### src/rtl/float_rec_requester.sv
// Initiator for the enable/ack handshake of a shared iterative reciprocal unit.
// One operand in flight: accept, restart the unit, wait for ack (or time out), hand back the result.
module float_rec_requester #(
  parameter int DATA_WIDTH = 32,
  parameter int TIMEOUT    = 64,
  parameter int TO_W       = 7
) (
  input  logic                  clk_i,
  input  logic                  rst_ni,
  input  logic [DATA_WIDTH-1:0] in_data_i,
  input  logic                  in_valid_i,
  output logic                  in_ready_o,
  output logic [DATA_WIDTH-1:0] number_o,
  output logic                  enable_o,
  input  logic                  ack_i,
  input  logic [DATA_WIDTH-1:0] output_rec_i,
  output logic [DATA_WIDTH-1:0] out_data_o,
  output logic                  out_valid_o,
  input  logic                  out_ready_i,
  output logic                  timeout_err_o
);

  localparam int EXP_MSB = DATA_WIDTH - 2;
  localparam int EXP_LSB = DATA_WIDTH - 9;
  localparam int MAN_W   = DATA_WIDTH - 9;
  localparam logic [TO_W-1:0] LAST_COUNT = TO_W'(TIMEOUT - 1);

  typedef enum logic [2:0] {
    IDLE,
    ARM,
    RUN,
    BYPASS,
    DONE
  } state_e;

  state_e                state_q, state_d;
  logic [DATA_WIDTH-1:0] number_q, number_d;
  logic [DATA_WIDTH-1:0] out_data_q, out_data_d;
  logic                  timeout_err_q, timeout_err_d;
  logic                  in_ready_q, in_ready_d;
  logic [TO_W-1:0]       count_q, count_d;

  logic [DATA_WIDTH-1:0] quiet_nan;
  logic [DATA_WIDTH-1:0] signed_inf;

  assign quiet_nan  = {number_q[DATA_WIDTH-1], 8'hFF, 1'b1, {(MAN_W-1){1'b0}}};
  assign signed_inf = {number_q[DATA_WIDTH-1], 8'hFF, {MAN_W{1'b0}}};

  always_ff @(posedge clk_i or negedge rst_ni) begin
    if (!rst_ni) begin
      state_q       <= IDLE;
      number_q      <= '0;
      out_data_q    <= '0;
      timeout_err_q <= 1'b0;
      in_ready_q    <= 1'b0;
      count_q       <= '0;
    end else begin
      state_q       <= state_d;
      number_q      <= number_d;
      out_data_q    <= out_data_d;
      timeout_err_q <= timeout_err_d;
      in_ready_q    <= in_ready_d;
      count_q       <= count_d;
    end
  end

  // ARM always spends one cycle with enable low so the unit restarts cleanly between ops.
  always_comb begin
    state_d       = state_q;
    number_d      = number_q;
    out_data_d    = out_data_q;
    timeout_err_d = 1'b0;
    count_d       = count_q;
    case (state_q)
      IDLE: begin
        if (in_valid_i && in_ready_q) begin
          number_d = in_data_i;
          state_d  = (in_data_i[EXP_MSB:EXP_LSB] == '0) ? BYPASS : ARM;
        end
      end
      ARM: begin
        count_d = '0;
        state_d = RUN;
      end
      RUN: begin
        // A late ack on the final allowed cycle still wins over the timeout.
        if (ack_i) begin
          out_data_d = output_rec_i;
          state_d    = DONE;
        end else if (count_q == LAST_COUNT) begin
          out_data_d    = quiet_nan;
          timeout_err_d = 1'b1;
          state_d       = DONE;
        end else begin
          count_d = count_q + 1'b1;
        end
      end
      BYPASS: begin
        out_data_d = signed_inf;
        state_d    = DONE;
      end
      DONE: begin
        if (out_ready_i) begin
          state_d = IDLE;
        end
      end
      default: state_d = IDLE;
    endcase
    in_ready_d = (state_d == IDLE);
  end

  assign in_ready_o    = in_ready_q;
  assign number_o      = number_q;
  assign enable_o      = (state_q == RUN);
  assign out_data_o    = out_data_q;
  assign out_valid_o   = (state_q == DONE);
  assign timeout_err_o = timeout_err_q;

endmodule

### config.mk
export PLATFORM = sky130hd
export DESIGN_NAME = float_rec_requester
export DESIGN_NICKNAME = d
export VERILOG_FILES = /design/src/rtl/float_rec_requester.sv
export SDC_FILE = /design/constraint.sdc
export NUM_CORES = 1
export LEC_CHECK = 0
export ABC_AREA = 1
export BUFFER_PORTS_ARGS = -buffer_cell sky130_fd_sc_hd__buf_2
export CORE_MARGIN = 2
export CORE_UTILIZATION = 30
export CTS_BUF_LIST = sky130_fd_sc_hd__clkbuf_8 sky130_fd_sc_hd__clkbuf_16
export CTS_CLUSTER_SIZE = 40
export DETAILED_ROUTE_END_ITERATION = 7
export PLACE_DENSITY = 0.61
export SYNTH_ARGS = -nofsm -noshare
export SYNTH_HDL_FRONTEND = slang
export SYNTH_SLANG_ARGS = --single-unit
### constraint.sdc
create_clock -name clk_i -period 1.54 [get_ports clk_i]
set_input_delay 0.308 -clock clk_i [delete_from_list [all_inputs] [get_ports clk_i]]
set_output_delay 0.308 -clock clk_i [all_outputs]
set_load 0.02 [all_outputs]
# Word-level counts from Yosys, hierarchy flattened
# Index checks and enable logic that the tools add are counted.
# op_classes
addsub	1
eq_ne	8
n_mux	15
n_reduce_logical	9
# ops
operator	n
2-to-1 mux 32 bit	2
one-hot mux 32 bit (2 select lines)	1
one-hot mux 3 bit (5 select lines)	1
2-to-1 mux 7 bit	2
one-hot mux 7 bit (2 select lines)	1
2-to-1 mux 3 bit	4
zero test 8 bit	1
adder 7 x 1 -> 7 bit (second input constant)	1
== test 7 x 6 -> 1 bit (second input constant)	1
== test 3 x 2 -> 1 bit (second input constant)	2
zero test 3 bit	2
inequality test 2 bit (second input constant)	2
AND reduction 2 bit	2
nonzero test 2 bit	2
== test 3 x 1 -> 1 bit (second input constant)	1
== test 3 bit (second input constant)	1
2-to-1 mux 1 bit	3
inequality test 3 x 1 -> 1 bit (second input constant)	1
AND reduction 3 bit	1
2-to-1 mux 2 bit	1
logical AND 1 bit	1
# totals
register_bits	76
in_bits	69

# Logic depth before layout (Yosys ltp)
# Gate-level depths: netlist of the first run.
# depth
depth_word	5
mapped_depth	9

# Least setup slack after synthesis of the first run
# No wires, ideal clock.
# synth_path
kind	reg2reg
start	register count_q[0]
end	register out_data_q[12], in the netlist out_data_o[12]
arrival_time_ns	1.413
t_required_ns	1.464
setup_slack_ns	0.051
stages_incl_launch_ff	10
period_less_slack_ns	1.489
path_cell_list	dfrtp_1 -> ha_1 -> nand3_1 -> inv_1 -> nand2_1 -> nand3_2 -> nand2_2 -> buf_4 -> nand2_1 -> o21ai_1
# synth_between
elab_chain_len	3
# synth_lines
element	line	rtl
start: declaration	41	logic [TO_W-1:0] count_q, count_d;
start signal: assignment	63	count_q <= count_d;
== test 7 x 6 -> 1 bit	90	end else if (count_q == LAST_COUNT) begin
inequality test 3 x 1 -> 1 bit (no source line)	n/a	
AND reduction 2 bit (no source line)	n/a	
end signal: assignment	60	out_data_q <= out_data_d;
end: declaration	38	logic [DATA_WIDTH-1:0] out_data_q, out_data_d;
# No other way between the ends.
# A chain may end at the register's enable or synchronous reset.

# Worst setup path in the final report of the first run
# layout_path
start	register state_q[0]
end	output port enable_o
# layout_between
elab_chain_len	1
# layout_lines
element	line	rtl
start: declaration	36	state_e state_q, state_d;
start signal: assignment	58	state_q <= state_d;
== test 3 x 2 -> 1 bit	114	assign enable_o = (state_q == RUN);
end: declaration	14	output logic enable_o,
# No other way between the ends.

==> flow_summary.json, run 1 <==
{
  "chip_width_um": 106.9,
  "area.growth.synth_to_final_pct": 42.76,
  "grt_first_pass_wirelength_um": 12880,
  "initial_utilization_pct": 30.78,
  "fin_crit_ns": 1.524,
  "drt_drc_violations_left": 0,
  "timing_hold_violations_final": 0,
  "via_total_after_detailed_routing": 2961,
  "postSynthRegisterBits": 76,
  "preCtsSetupSlack_ns": 0.001487,
  "skew_ns": 0.01055,
  "post_synth_most_frequent_cells": "170 x nand2_1, 76 x dfrtp_1, 33 x o21ai_1",
  "timing.setup.critical_path_class": "reg2out",
  "n_antenna_cell": 0,
  "postSynthNetCount": 438,
  "critical_path_required_ns": 1.23,
  "m1WireLength_um": 3812,
  "routed_wire_length_per_instance_um": 12.42,
  "unrepaired_setup_endpoints_after_global_routing": "true",
  "status": "complete, no violations",
  "post_drt_via_cell_ratio": 4.453,
  "yosys_warnings": 0,
  "synth_top_area_cell": "dfrtp_1",
  "grt_max_degree": 77,
  "wl_met2_um": 3704,
  "overflow": 0,
  "cts_htree_levels": 3,
  "internal-power_uw": 5045,
  "cts.sink_count": 76,
  "synth.area.top_cells": "dfrtp_1 60%, nand2_1 20%, o21ai_1 5.2%, nor2_1 2.6%, nand3_1 2.5%",
  "fin_area_mm2": 0.004537,
  "fp.dieH_um": 106.9,
  "finalMaxSlewViolations": 0,
  "portBuffers": 136,
  "antenna_found_initial": 0,
  "routed-wl-met3_um": 647,
  "reg2reg_depth": 9,
  "total_clock_buffers_created_by_cts": 9,
  "postRouteWirelength_um": 8259,
  "smallest_setup_slack_after_layout_ns": 0.01576,
  "hold_class": "in2reg",
  "most_repeated_cell_in_the_gate_level_netlist_after_synthesis": "nand2_1",
  "maxClockFrequency_mhz": 656.1,
  "tritoncts_clock_tree": "done",
  "synth_ff_type": "dfrtp_1",
  "top_signal_layer_used": "met4",
  "worst-path-max-fanout": 3,
  "layout_worst_path_cycle_share_pct": 98.98,
  "finalWeightedCongestion": 0.7634,
  "p_sw_uw": 3663,
  "grt_util_all_layers_pct": 14.06,
  "hold-path-cell-count": 3,
  "worstMarginPinSlew_ns": 0.4306,
  "unique_masters_post_synth": 22,
  "timing.slew.headroom_pct": 71.30,
  "post_synth_inst_count": 368,
  "syn-cell-area_mm2": 0.003178,
  "dpl.hpwl_um": 5519,
  "ys_seq_area_share_pct": 59.84,
  "cellPowerDensity_mw_per_mm2": 1919,
  "postPlaceCellArea_mm2": 0.004081,
  "number_of_enable_flip_flop_cells_after_synthesis": 0,
  "p_sw_share_pct": 42.06,
  "timing.max_cap.violations": 0,
  "ant_nets": 0,
  "power.clock.fraction_pct": 18.1,
  "detail_route.first_pass.iterations": 4,
  "clock_tree.root_cell": "clkbuf_8",
  "worst_hold_check_slack_ns": 0.1531,
  "num_rows": 37,
  "power.share.combinational_pct": 45.0,
  "vdd_ir_drop_max_uv": 713.6,
  "critical_path_arrival_ns": 1.22,
  "drt-initial-drc-count": 116,
  "total_leakage_power_uw": 0.002488,
  "number_of_global_route_vias_before_repair": 2768,
  "finalSetupTns_ns": 0,
  "clkSlewWorstSetupHoldPaths_ns": 0.09,
  "element_type_at_the_critical_path_end": "output port",
  "nets": 594,
  "synth_largest_type_area_fraction_pct": 59.84,
  "ys_async_sr_fraction_pct": 100.0,
  "seqPwrFrac_pct": 36.9,
  "fraction_of_layout_cells_with_a_size_suffix_above_1_pct": 36.48,
  "synth.avg_cell_area_um2": 8.636,
  "clkLatencyLatePin_ns": 0.35,
  "floorplan.core_area_mm2": 0.01032,
  "setup_viol": 0,
  "io-pin-count": 137,
  "die_area_mm2": 0.01143,
  "ff2ff_setup_slack_ns": 0.07,
  "clock_path_buffers": 2,
  "startpoint_type": "flop"
}
per-layer routing:
layer	track usage [%]	up-vias
met5	0	-
met4	5.102	0
met3	3.647	9
met2	21.66	114
met1	19.13	1375
li1	-	1463
power groups by stage:
stage                     Combinational, uW  Sequential, uW  Clock [uW]
after detailed placement               3550            3240           0
after global placement                 3480            3220           0
after global routing                   4300            3310        1740
after floorplan                        1310            4140           0
final                                  3920            3210        1580
after CTS                              3740            3220        1640
repair_timing:
action / CTS / global route
hold buffers: 1 / 0
endpoints found under the hold margin: 76 / 0
resized for setup: 10 / 11
setup endpoints to repair: 8 / 44
buffers inserted: 6 / 0
pin swaps: 2 / 3
cloned: 1 / 4
metrics by stage:
step | utilization (%) | instances | power (uW)
after floorplan | - | 368 | 5445
after global placement | 39.53 | 637 | 6705
after detailed placement | 39.53 | 637 | 6790
after CTS | 42.58 | 661 | 8595
after global routing | 43.95 | 665 | 9349
final | 43.95 | 665 | 8708
final cells by class:
cell class	instances	area, um2
inverters	14	55.05
well taps	136	170.2
clock inverters	7	80.08
multi-input cells	263	1175
fillers	1015	5787
repair buffers	160	1030
flip-flops and latches	76	1903
clock buffers	9	123.9
kinds of logic after synthesis:
group                    Yosys count  synth area share (%)
AND/OR/NAND/NOR                  218                 27.91
flip-flops                        76                 59.84
AO/OA/AOI/OAI                     41                 6.535
buffers and inverters             29                 4.488
XOR/XNOR                           3                0.8269
adder cells (fa/ha/maj)            1                0.3936
cell usage in the layout, fill, tap and decap left out, types with 2 or more instances in the layout:
master,netlist,routed
inv_1,11,10
inv_2,3,3
xor2_1,2,2
inv_6,0,3
nand3_1,16,15
buf_2,9,133
dfrtp_1,76,75
nand2_1,170,168
buf_6,0,3
buf_12,0,4
clkbuf_16,0,4
buf_4,6,13
nor2_2,1,2
nor2_1,22,21
nand2_2,2,3
clkbuf_8,0,9
o21ai_1,33,33
o21ai_0,7,7
registers in the layout (all words and copies together) (netlist names):
name	count
number_o	32
in_ready_o	1
out_data_o	32
count_q	7
timeout_err_o	1
state_q	3
path summary, 6_finish.rpt:
| path | end | from |
|---|---|---|
| worst max-delay path | enable_o | state_q[0] |
| worst min-delay path | number_o[18] | in_data_i[18] |
| worst max register to register | out_data_o[16] | count_q[0] |
| worst min register to register | number_o[22] | number_o[22] |
| max in group asynchronous | state_q[0] | rst_ni |
| min in group asynchronous | out_data_o[23] | rst_ni |
critical path, cell delays in order, from the launching register on:
cell     delay [ns]
dfrtp_2        0.44
nor3_4         0.21
buf_6          0.12
buf_6          0.10
Note: power is estimated with default switching activity, not from simulation.
==> run 2: changes to the inputs <==
--- a/config.mk
+++ b/config.mk
@@ -9,10 +9,9 @@
 export BUFFER_PORTS_ARGS = -buffer_cell sky130_fd_sc_hd__buf_2
 export CORE_MARGIN = 2
 export CORE_UTILIZATION = 30
-export CTS_BUF_LIST = sky130_fd_sc_hd__clkbuf_8 sky130_fd_sc_hd__clkbuf_16
 export CTS_CLUSTER_SIZE = 40
 export DETAILED_ROUTE_END_ITERATION = 7
-export PLACE_DENSITY = 0.61
+export PLACE_DENSITY = 0.56
 export SYNTH_ARGS = -nofsm -noshare
 export SYNTH_HDL_FRONTEND = slang
 export SYNTH_SLANG_ARGS = --single-unit
==> flow_summary.json, run 2 (same netlist as run 1, synthesis figures left out) <==
{
  "initial_utilization_pct": 30.78,
  "finalWeightedCongestion": 0.7460,
  "maxClockFrequency_mhz": 651.7,
  "chip_width_um": 106.9,
  "status": "complete, no violations",
  "finalSetupTns_ns": 0,
  "layout.cells.most_common": "nand2_1",
  "element_type_at_the_critical_path_end": "output port",
  "total_clock_buffers_created_by_cts": 9,
  "cellPowerDensity_mw_per_mm2": 1883,
  "overflow": 0,
  "postRouteWirelength_um": 8649,
  "grt_first_pass_wirelength_um": 13750,
  "timing_hold_violations_final": 0,
  "timing.max_cap.violations": 0,
  "clkSlewWorstSetupHoldPaths_ns": 0.08,
  "tritoncts_clock_tree": "done",
  "drt-initial-drc-count": 155,
  "fillcell_total": 1056,
  "fin_crit_ns": 1.535,
  "clock_tree.root_cell": "clkbuf_8",
  "detail_route.first_pass.iterations": 4,
  "hold_class": "in2reg",
  "dpl.hpwl_um": 5752,
  "timing.slew.headroom_pct": 78.93,
  "area.growth.synth_to_final_pct": 43.03,
  "fraction_of_layout_cells_with_a_size_suffix_above_1_pct": 36.84,
  "startpoint_type": "flop",
  "critical_path_arrival_ns": 1.23,
  "cts_htree_levels": 3,
  "finalMaxSlewViolations": 0,
  "ant_nets": 0,
  "fp.dieH_um": 106.9,
  "clkLatencyLatePin_ns": 0.35,
  "unrepaired_setup_endpoints_after_global_routing": "true",
  "ff2ff_setup_slack_ns": 0.09,
  "mostFrequentLayoutCells": "168 x nand2_1, 133 x buf_2, 74 x dfrtp_1, 33 x o21ai_1, 22 x nor2_1",
  "n_antenna_cell": 0,
  "total_leakage_power_uw": 0.002481,
  "smallest_setup_slack_after_layout_ns": 0.005499,
  "timing.setup.critical_path_class": "reg2out",
  "worst-path-max-fanout": 3,
  "antenna_found_initial": 0,
  "layout_worst_path_cycle_share_pct": 99.64,
  "nets": 599,
  "number_of_global_route_vias_before_repair": 2847,
  "num_rows": 37,
  "die_area_mm2": 0.01143,
  "portBuffers": 136,
  "drt_drc_violations_left": 0,
  "io-pin-count": 137,
  "via_total_after_detailed_routing": 2907,
  "setup_viol": 0,
  "skew_ns": 0.006900,
  "preCtsSetupSlack_ns": 0.01031,
  "layout.core_utilization_pct": 44.03,
  "vdd_ir_drop_max_uv": 868.3,
  "worstMarginPinSlew_ns": 0.3161,
  "grt_util_all_layers_pct": 15.22,
  "clock_path_buffers": 2,
  "post_drt_via_cell_ratio": 4.352,
  "floorplan.core_area_mm2": 0.01032,
  "grt_max_degree": 37,
  "critical_path_required_ns": 1.23,
  "cts.sink_count": 76,
  "routed_wire_length_per_instance_um": 12.95
}
[run 2: cell count changes in the layout (fill, tap and decap cells not counted), moves of 2 or more]
cell | before | now
buf_6 | 3 | 7
nor2_2 | 2 | 0
clkbuf_8 | 9 | 11
buf_4 | 13 | 16
inv_6 | 3 | 0
[run 2: worst max-delay path: stages, from the launching register on]
cell	delay [ns]
dfrtp_2	0.44
nor3_4	0.21
buf_6	0.12
buf_6	0.10
[run 2: what timing repair did]
item,CTS,global route
pin swaps,1,5
hold endpoints to repair,20,0
setup endpoints to repair,5,42
buffers inserted,6,3
gates cloned,1,4
resized for setup,10,14
hold buffers,1,0
[run 2: cell type report]
class	count	area, um2	share of cell area [%]
sequential	76	1904	41.89
multi-input combinational	263	1184	26.04
timing repair buffer	165	1057	23.26
tap	136	170.2	3.743
clock buffer	11	151.4	3.331
inverter	14	55.05	1.211
clock inverter	3	23.77	0.5230
[run 2: routing by layer]
| layer | part of all wire (%) | vias to the layer above | track usage, % |
|---|---|---|---|
| met2 | 46 | 96 | 22.98 |
| li1 | - | 1479 | - |
| met3 | 7.3 | 9 | 4.863 |
| met4 | 1.2 | 0 | 6.215 |
| met5 | 0 | - | 0 |
| met1 | 46 | 1323 | 20.23 |
[run 2: per-stage QoR]
stage	power [uW]	area, um2	cells	hold WS (ns)
3_5_place_dp	6777	4096	639	0.2256
3_3_place_gp	6719	4096	639	0.2277
2_1_floorplan	5445	3178	368	0.01241
5_1_grt	9222	4546	668	0.1469
6_report	8561	4546	668	0.1474
4_1_cts	8419	4383	661	0.1254
[run 2: worst paths after layout]
kind                                     from            end  cells after the start
worst max-delay path               state_q[0]       enable_o                      3
worst min-delay path            in_data_i[21]   number_o[21]                      3
worst min register to register   number_o[22]   number_o[22]                      2
min in group asynchronous              rst_ni  out_data_o[1]                      2
max in group asynchronous              rst_ni     state_q[2]                      3
worst max register to register     count_q[1]  out_data_o[2]                      9
[run 2: power breakdown]
group	leakage, uW	internal, uW	switching [uW]
sequential	0.000966	2780	409
clock	0.0000835	658	739
combinational	0.00143	1510	2460
